## src/rtl/pc_sequencer.sv

```systemverilog
// Instruction sequencer for the PC / program-memory fetch path.
// Steps each instruction through FETCH -> EXEC -> NEXT (with S_MEM for stores to data memory),
// drives the PC count enable, and supports run, single-step and halt modes.
//
// state   | meaning
// --------+---------------------------------------------------------------
// S_IDLE  | waiting for i_start (run) or i_step (single-step)
// S_FETCH | instruction register load, opcode latched
// S_EXEC  | one-cycle execute strobe for the decoded opcode
// S_MEM   | data-memory write request held, waiting on i_dm_ack
// S_NEXT  | PC count enable, retired-instruction count update
// S_HALT  | stopped; i_start clears PC, error and count and returns to idle
module pc_sequencer #(
  parameter logic [4:0] END_ADDR    = 5'd7,
  parameter int         TIMEOUT_CYC = 8,
  parameter int         CNT_W       = 8
) (
  input  logic             i_clk,
  input  logic             i_rst_n,
  input  logic             i_start,
  input  logic             i_step_mode,
  input  logic             i_step,
  input  logic             i_halt_req,
  input  logic [4:0]       i_pc_addr,
  input  logic [3:0]       i_opcode,
  input  logic             i_dm_ack,
  output logic             o_pc_ce,
  output logic             o_pc_clr,
  output logic             o_ir_load,
  output logic             o_acc_ld,
  output logic             o_alu_en,
  output logic             o_rf_we,
  output logic             o_dm_req,
  output logic             o_busy,
  output logic             o_halted,
  output logic             o_err,
  output logic [CNT_W-1:0] o_instr_cnt
);

  // Opcode encoding shared with pc_progmem.
  localparam logic [3:0] OP_NOP     = 4'h0;
  localparam logic [3:0] OP_LD      = 4'h1;
  localparam logic [3:0] OP_ST      = 4'h2;
  localparam logic [3:0] OP_ADD     = 4'h3;
  localparam logic [3:0] OP_XOR_BIT = 4'h4;
  localparam logic [3:0] OP_STM     = 4'h5;

  // Ack timeout is a down-counter loaded on entry to S_MEM; terminal count 0 means
  // TIMEOUT_CYC cycles have been spent waiting.
  localparam int                WAIT_W    = $clog2(TIMEOUT_CYC + 1);
  localparam logic [WAIT_W-1:0] WAIT_LOAD = WAIT_W'(TIMEOUT_CYC - 1);

  typedef enum logic [2:0] {
    S_IDLE,
    S_FETCH,
    S_EXEC,
    S_MEM,
    S_NEXT,
    S_HALT
  } state_t;

  state_t            state;
  logic [3:0]        op_q;
  logic [WAIT_W-1:0] wait_cnt;
  logic              halt_pend;

  // Sequencer FSM; every output is a register set on the edge entering the state it belongs to.
  always_ff @(posedge i_clk or negedge i_rst_n) begin
    if (!i_rst_n) begin
      state       <= S_IDLE;
      op_q        <= OP_NOP;
      wait_cnt    <= '0;
      halt_pend   <= 1'b0;
      o_pc_ce     <= 1'b0;
      o_pc_clr    <= 1'b0;
      o_ir_load   <= 1'b0;
      o_acc_ld    <= 1'b0;
      o_alu_en    <= 1'b0;
      o_rf_we     <= 1'b0;
      o_dm_req    <= 1'b0;
      o_busy      <= 1'b0;
      o_halted    <= 1'b0;
      o_err       <= 1'b0;
      o_instr_cnt <= '0;
    end else begin
      o_pc_ce   <= 1'b0;
      o_pc_clr  <= 1'b0;
      o_ir_load <= 1'b0;
      o_acc_ld  <= 1'b0;
      o_alu_en  <= 1'b0;
      o_rf_we   <= 1'b0;

      // A halt request is remembered until the instruction in flight retires.
      if (i_halt_req && state != S_HALT) halt_pend <= 1'b1;

      case (state)
        S_IDLE: begin
          if (i_halt_req || halt_pend) begin
            state     <= S_HALT;
            halt_pend <= 1'b0;
            o_halted  <= 1'b1;
          end else if (i_step_mode ? i_step : i_start) begin
            state     <= S_FETCH;
            o_ir_load <= 1'b1;
            o_busy    <= 1'b1;
          end
        end

        // Strobes are decoded from the opcode being latched so they appear during S_EXEC.
        S_FETCH: begin
          op_q     <= i_opcode;
          o_acc_ld <= (i_opcode == OP_LD);
          o_alu_en <= (i_opcode == OP_ADD) || (i_opcode == OP_XOR_BIT);
          o_rf_we  <= (i_opcode == OP_ST);
          state    <= S_EXEC;
        end

        S_EXEC: begin
          if (op_q == OP_STM) begin
            state    <= S_MEM;
            o_dm_req <= 1'b1;
            wait_cnt <= WAIT_LOAD;
          end else begin
            state   <= S_NEXT;
            o_pc_ce <= 1'b1;
            if (o_instr_cnt != '1) o_instr_cnt <= o_instr_cnt + 1'b1;
          end
        end

        // Ack is checked before the terminal count so an ack on the last cycle still completes.
        S_MEM: begin
          if (i_dm_ack) begin
            o_dm_req <= 1'b0;
            state    <= S_NEXT;
            o_pc_ce  <= 1'b1;
            if (o_instr_cnt != '1) o_instr_cnt <= o_instr_cnt + 1'b1;
          end else if (wait_cnt == '0) begin
            o_dm_req  <= 1'b0;
            o_err     <= 1'b1;
            o_busy    <= 1'b0;
            o_halted  <= 1'b1;
            halt_pend <= 1'b0;
            state     <= S_HALT;
          end else begin
            wait_cnt <= wait_cnt - 1'b1;
          end
        end

        S_NEXT: begin
          if (i_pc_addr == END_ADDR || halt_pend || i_halt_req) begin
            state     <= S_HALT;
            halt_pend <= 1'b0;
            o_busy    <= 1'b0;
            o_halted  <= 1'b1;
          end else if (i_step_mode) begin
            state  <= S_IDLE;
            o_busy <= 1'b0;
          end else begin
            state     <= S_FETCH;
            o_ir_load <= 1'b1;
          end
        end

        S_HALT: begin
          if (i_start) begin
            state       <= S_IDLE;
            o_halted    <= 1'b0;
            o_pc_clr    <= 1'b1;
            o_err       <= 1'b0;
            o_instr_cnt <= '0;
          end
        end

        default: begin
          state    <= S_IDLE;
          o_busy   <= 1'b0;
          o_halted <= 1'b0;
          o_dm_req <= 1'b0;
        end
      endcase
    end
  end

endmodule

```

## config.mk

```make
export PLATFORM = sky130hd
export DESIGN_NAME = pc_sequencer
export DESIGN_NICKNAME = d
export VERILOG_FILES = /design/src/rtl/pc_sequencer.sv
export SDC_FILE = /design/constraint.sdc
export NUM_CORES = 1
export LEC_CHECK = 0
export BUFFER_PORTS_ARGS = -buffer_cell sky130_fd_sc_hd__buf_2
export CAP_MARGIN = 20
export CORE_ASPECT_RATIO = 0.7
export CORE_MARGIN = 10
export CORE_UTILIZATION = 45
export CTS_BUF_LIST = sky130_fd_sc_hd__clkbuf_8
export DETAILED_ROUTE_END_ITERATION = 7
export PLACE_DENSITY = 0.68
export SYNTH_ARGS = -nofsm -noshare
export SYNTH_HDL_FRONTEND = slang
export SYNTH_SLANG_ARGS = --single-unit
export TNS_END_PERCENT = 50
```

## constraint.sdc

```tcl
create_clock -name i_clk -period 4.5 [get_ports i_clk]
set_clock_uncertainty 0.2 [all_clocks]
set_input_delay 0.675 -clock i_clk [delete_from_list [all_inputs] [get_ports i_clk]]
set_output_delay 0.675 -clock i_clk [all_outputs]
set_load 0.01 [all_outputs]
```

# --- Word-level counts from Yosys, hierarchy flattened ---
# Index checks and enable logic that the tools add are counted.
op_classes:
  eq_ne: 27
  reduce_logical: 20
  mux: 55
  n_bitwise: 3
  n_addsub: 2
ops:
  columns: ["op", "n"]
  rows:
  - ["$mux 8", 4]
  - ["$mux 1", 31]
  - ["$pmux 8 s3", 1]
  - ["$ne 2x2->1 const B", 11]
  - ["$mux 3", 7]
  - ["$pmux 3 s6", 1]
  - ["$mux 4", 3]
  - ["$ne 3x3->1 const B", 4]
  - ["$reduce_and 4->1", 3]
  - ["$reduce_and 6->1", 2]
  - ["$add 8x1->8 const B", 1]
  - ["$eq 4x2->1 const B", 2]
  - ["$eq 4x3->1 const B", 2]
  - ["$ne 8x8->1 const B", 1]
  - ["$pmux 4 s2", 1]
  - ["$eq 3x2->1 const B", 2]
  - ["$eq 3x3->1 const B", 2]
  - ["$pmux 1 s2", 3]
  - ["$pmux 1 s3", 2]
  - ["$reduce_and 3->1", 2]
  - ["$eq 5x3->1 const B", 1]
  - ["$pmux 1 s5", 1]
  - ["$eq 4x1->1 const B", 1]
  - ["$logic_not 4->1", 1]
  - ["12 further kinds", 18]
word_totals:
  out_inout_bits: 18
  input_bits: 16
  word_cells: 122
  regBits: 30

# --- Longest topological paths before layout ---
logic_depth:
  ltp_word: 6
  mapped_depth: 7
  depth_no_buf: 6

# --- Least setup slack after synthesis ---
# OpenSTA, ideal clock, no wires.
synth_path:
  path_kind: "input -> register"
  from: "in i_dm_ack"
  to: "reg state[0]"
  path_buffers: 1
  cell_stages: 5
  arrival_time_ns: 1.606
  setup_time_ns: 0.146
  required_time_ns: 4.154
  slack_ns: 2.548
  path_cell_list: "nand2b_1 > or3_1 > buf_2 > o311ai_1 > o221ai_1"
synth_between:
  elab_chain_cells: 2
  elab_cells_between_ends: 4
  cone_classes: "eq/ne (1); mux (2); reduce/logical (1)"
synth_rtl:
  columns: ["element", "line_no", "text"]
  rows:
  - ["start: declaration", "26", "input logic i_dm_ack,"]
  - ["$mux 3 / $ne 3x3->1 (equally long branches)", null, null]
  - ["$pmux 3 s6 / $reduce_and 3->1 (equally long branches)", null, null]
  - ["end signal: assignment", "99", "state <= S_HALT;"]
  - ["end signal: assignment", "103", "state <= S_FETCH;"]
  - ["end signal: assignment", "134", "state <= S_NEXT;"]
  - ["end: declaration", "62", "state_t state;"]
# Several ways; a longest one is shown, not always the timed one.
# A chain may end at the register's enable or synchronous reset.

# --- Worst setup path in the final report ---
layout_path:
  from: "reg state[2]"
  to: "reg o_instr_cnt[7]"
layout_between:
  elab_chain_cells: 3
  elab_cells_between_ends: 9
  cone_classes: "eq/ne (6); mux (1); reduce/logical (2)"
layout_rtl:
  columns: ["element", "line_no", "text"]
  rows:
  - ["start signal: assignment", "70", "state <= S_IDLE;"]
  - ["start signal: assignment", "99", null]
  - ["start signal: assignment", "103", null]
  - ["$eq 3x2->1 / $eq 3x3->1 (equally long branches)", "96", "case (state)"]
  - ["$ne 2x2->1 (no line) / $reduce_bool 3->1 (equally long branches)", null, null]
  - ["$reduce_and 4->1 (no line)", null, null]
  - ["end signal: assignment", "126", "if (o_instr_cnt != '1) o_instr_cnt <= o_instr_cnt + 1'b1;"]
  - ["end signal: assignment", "136", "if (o_instr_cnt != '1) o_instr_cnt <= o_instr_cnt + 1'b1;"]
  - ["end: declaration", "37", "output logic [CNT_W-1:0] o_instr_cnt"]
# Several ways; a longest one is shown, not always the timed one.

==> metrics <==
number of global-route vias before repair 1,449; count of cell types in the netlist 55; combinational power share 37.4%; post-CTS setup buffers 0; post-synthesis instance total 161; Post-synth EDFFs 0; P&R area growth vs syn 17.85%; Internal 731.4 uW; clk_lat worst skew 0.29 ns; Critical Path AT 2.27 ns; Net Sw Frac 38.13%; Final Hold Viols 0; grt total ovfl 0; layout cell share with drive strength beyond 1 29.23%; post-CTS resize count 0; total track usage 12.50%; io pins 34; Ant. Diodes 0; Critical Path Start state[2]$_DFFE_PN0P_; RR Startpoint state[2]$_DFFE_PN0P_; row count 18; switching power 450.7 uW; status complete, no violations; Avg Cell Area, Syn 10.27 um^2; dominant cells by area after synthesis dfrtp_1 45%, mux2_2 4.1%, a21oi_1 3.0%; DRT Wirelength 3823 um; total nets after synthesis 179; leak pwr 0.9069 nW; IO buf count 33; die area 0.006540 mm^2; P per Cell Area 606.4 mW/mm^2; WP data required 4.51 ns; maximum single-stage delay on the critical path 0.60 ns; Fillers 318; Die H 70.73 um; post-synth top area cell dfrtp_1; most frequent cells after synthesis 30 x dfrtp_1, 11 x nand2_1, 10 x a21oi_1, 10 x inv_1, 9 x nor2_1; main flop type after synthesis dfrtp_1; vias after detailed routing 1,387; Detailed Routing Iterations Pass 1 4; vias per inst 5.661; CP max stage cell or4_1; TritonCTS buffer count 5; hold_ws 0.2215 ns; drt drc 0; most frequent cell after synthesis dfrtp_1; r2r setup slk 2.24 ns; Tcrit/Tclk final 50.32%; first-pass GRT wire length 6796 um; htree depth 2; Initial Util 46.78%; worst r2r path cells 4; max_cap viols 0; ys async rst share 100.0%; post-synthesis register bit count 30; Die X 92.47 um; RSZ-0062 raised after global routing false; WL per Instance 15.60 um; Iter 0 DRT Violations 83; Clock Tree Buf Depth 2; core box area 0.003536 mm^2; clock share of power 22.3%; post-synthesis cell area 0.001654 mm^2; Worst-path clk slew 0.07 ns; initial antenna violation count 0; power share of the sequential group 40.3%; Worst Max-Slew Pin Slew 0.7836 ns; crit start category register; Post-DRT Antenna Nets 0; total power 1.182 mW; CTS sink count 30; largest net degree at the start of global routing 31; CTS tree built; final core occ 55.13%; Slew HR 47.53%; NumNets Final 212; min cycle time layout 2.264 ns; Achievable Freq 0.4416 GHz; dpl hpwl 2921 um; CTS Hold Bufs 0; post-synthesis sequential area ratio 45.39%; crit path cell chain and2b_2 > o211ai_1 > or4_1 > a21oi_1; setup total negative slack 0 ns; CTS Root Cell clkbuf_8; reg2reg end o_instr_cnt[7]$_DFFE_PN0P_; Setup CP Type register to register; maximum vdd drop 0.2229 mV; Hold Crit Class input pin to asynchronous set/reset pin; routability congestion estimate 0.9287; Final Max Tran Viols 0; Worst Setup End Kind register; crit-path max FO 13; Synthesis Warnings 0; Synth top area share 45.39%; final setup violation count 0
logic make-up (layout without fill, tap and decap cells):
family | Yosys count | in the layout | synth area share, %
simple gates | 55 | 55 | 21.41
compound gates | 47 | 47 | 20.42
flops | 30 | 30 | 45.39
buf+inv | 17 | 51 | 4.766
mux | 10 | 10 | 6.505
fa+ha+maj | 2 | 2 | 1.513
worst max-delay path by stage:
stage	endpoint	cells past startpoint
global route	o_instr_cnt[0]$_DFFE_PN0P_	4
CTS	o_instr_cnt[0]$_DFFE_PN0P_	4
global placement	o_instr_cnt[7]$_DFFE_PN0P_	5
floorplan	state[0]$_DFFE_PN0P_	5
detailed placement	o_instr_cnt[0]$_DFFE_PN0P_	4
finish	o_instr_cnt[7]$_DFFE_PN0P_	4
worst max-delay path, delay by kind of cell (launching register included):
kind	cells	cell delay, ns
compound gates	2	0.47
flops	1	0.56
simple gates	2	0.95
cell usage in the layout, fill, tap and decap left out, types with 2 or more instances in the layout:
cell | netlist | final
nand2_1 | 11 | 11
nor3_1 | 4 | 4
or3_1 | 4 | 4
ha_1 | 2 | 2
a21o_1 | 3 | 3
a2bb2oi_1 | 2 | 2
clkbuf_8 | 0 | 5
mux2_2 | 6 | 6
or2_2 | 2 | 2
o22ai_1 | 2 | 2
mux2i_1 | 4 | 4
nor2_1 | 9 | 9
o31ai_1 | 3 | 3
inv_1 | 10 | 10
a21oi_1 | 10 | 10
o221a_1 | 2 | 2
nand3_1 | 2 | 2
clkinv_2 | 0 | 2
buf_2 | 3 | 33
nand2b_1 | 6 | 6
o21ai_0 | 4 | 4
o211ai_1 | 3 | 3
dfrtp_1 | 30 | 30
nor4b_1 | 2 | 2
a31oi_1 | 4 | 4
metal layers:
layer / part of all wire [%] / global-route usage, %
met1: 47 / 15.92
met2: 44 / 17.97
met3: 7.3 / 5.269
met4: 1.6 / 5.631
met5: 0 / 0
metrics by stage:
stage / std cells / cell area [um^2] / setup WS (ns)
after global placement: 237 / 1841 / 2.309
after detailed placement: 237 / 1841 / 2.254
after floorplan: 161 / 1654 / 2.548
after CTS: 245 / 1949 / 2.255
final: 245 / 1949 / 2.236
after global routing: 245 / 1949 / 1.977
registers in the layout, indices dropped and copies added, names as in the netlist:
signal       cells
o_pc_ce          1
state            3
o_alu_en         1
o_halted         1
op_q             4
o_rf_we          1
o_err            1
o_dm_req         1
o_acc_ld         1
wait_cnt         4
o_busy           1
halt_pend        1
o_ir_load        1
o_instr_cnt      8
o_pc_clr         1
power by group through the flow:
stage | Sequential (mW) | Combinational, mW | Clock (mW)
global placement | 0.472 | 0.428 | 0
detailed placement | 0.477 | 0.446 | 0
global route | 0.493 | 0.500 | 0.285
CTS | 0.474 | 0.448 | 0.266
floorplan | 0.444 | 0.357 | 0
finish | 0.476 | 0.442 | 0.264
layout make-up:
class	count	area [um^2]	area share [%]
multi-input cells	114	824.5	42.30
well taps	50	62.56	3.209
clock inverters	3	40.04	2.054
flip-flops and latches	30	750.7	38.51
inverters	10	37.54	1.926
repair buffers	33	165.2	8.472
clock buffers	5	68.82	3.530
No activity file was read; power rests on OpenSTA's default activity.
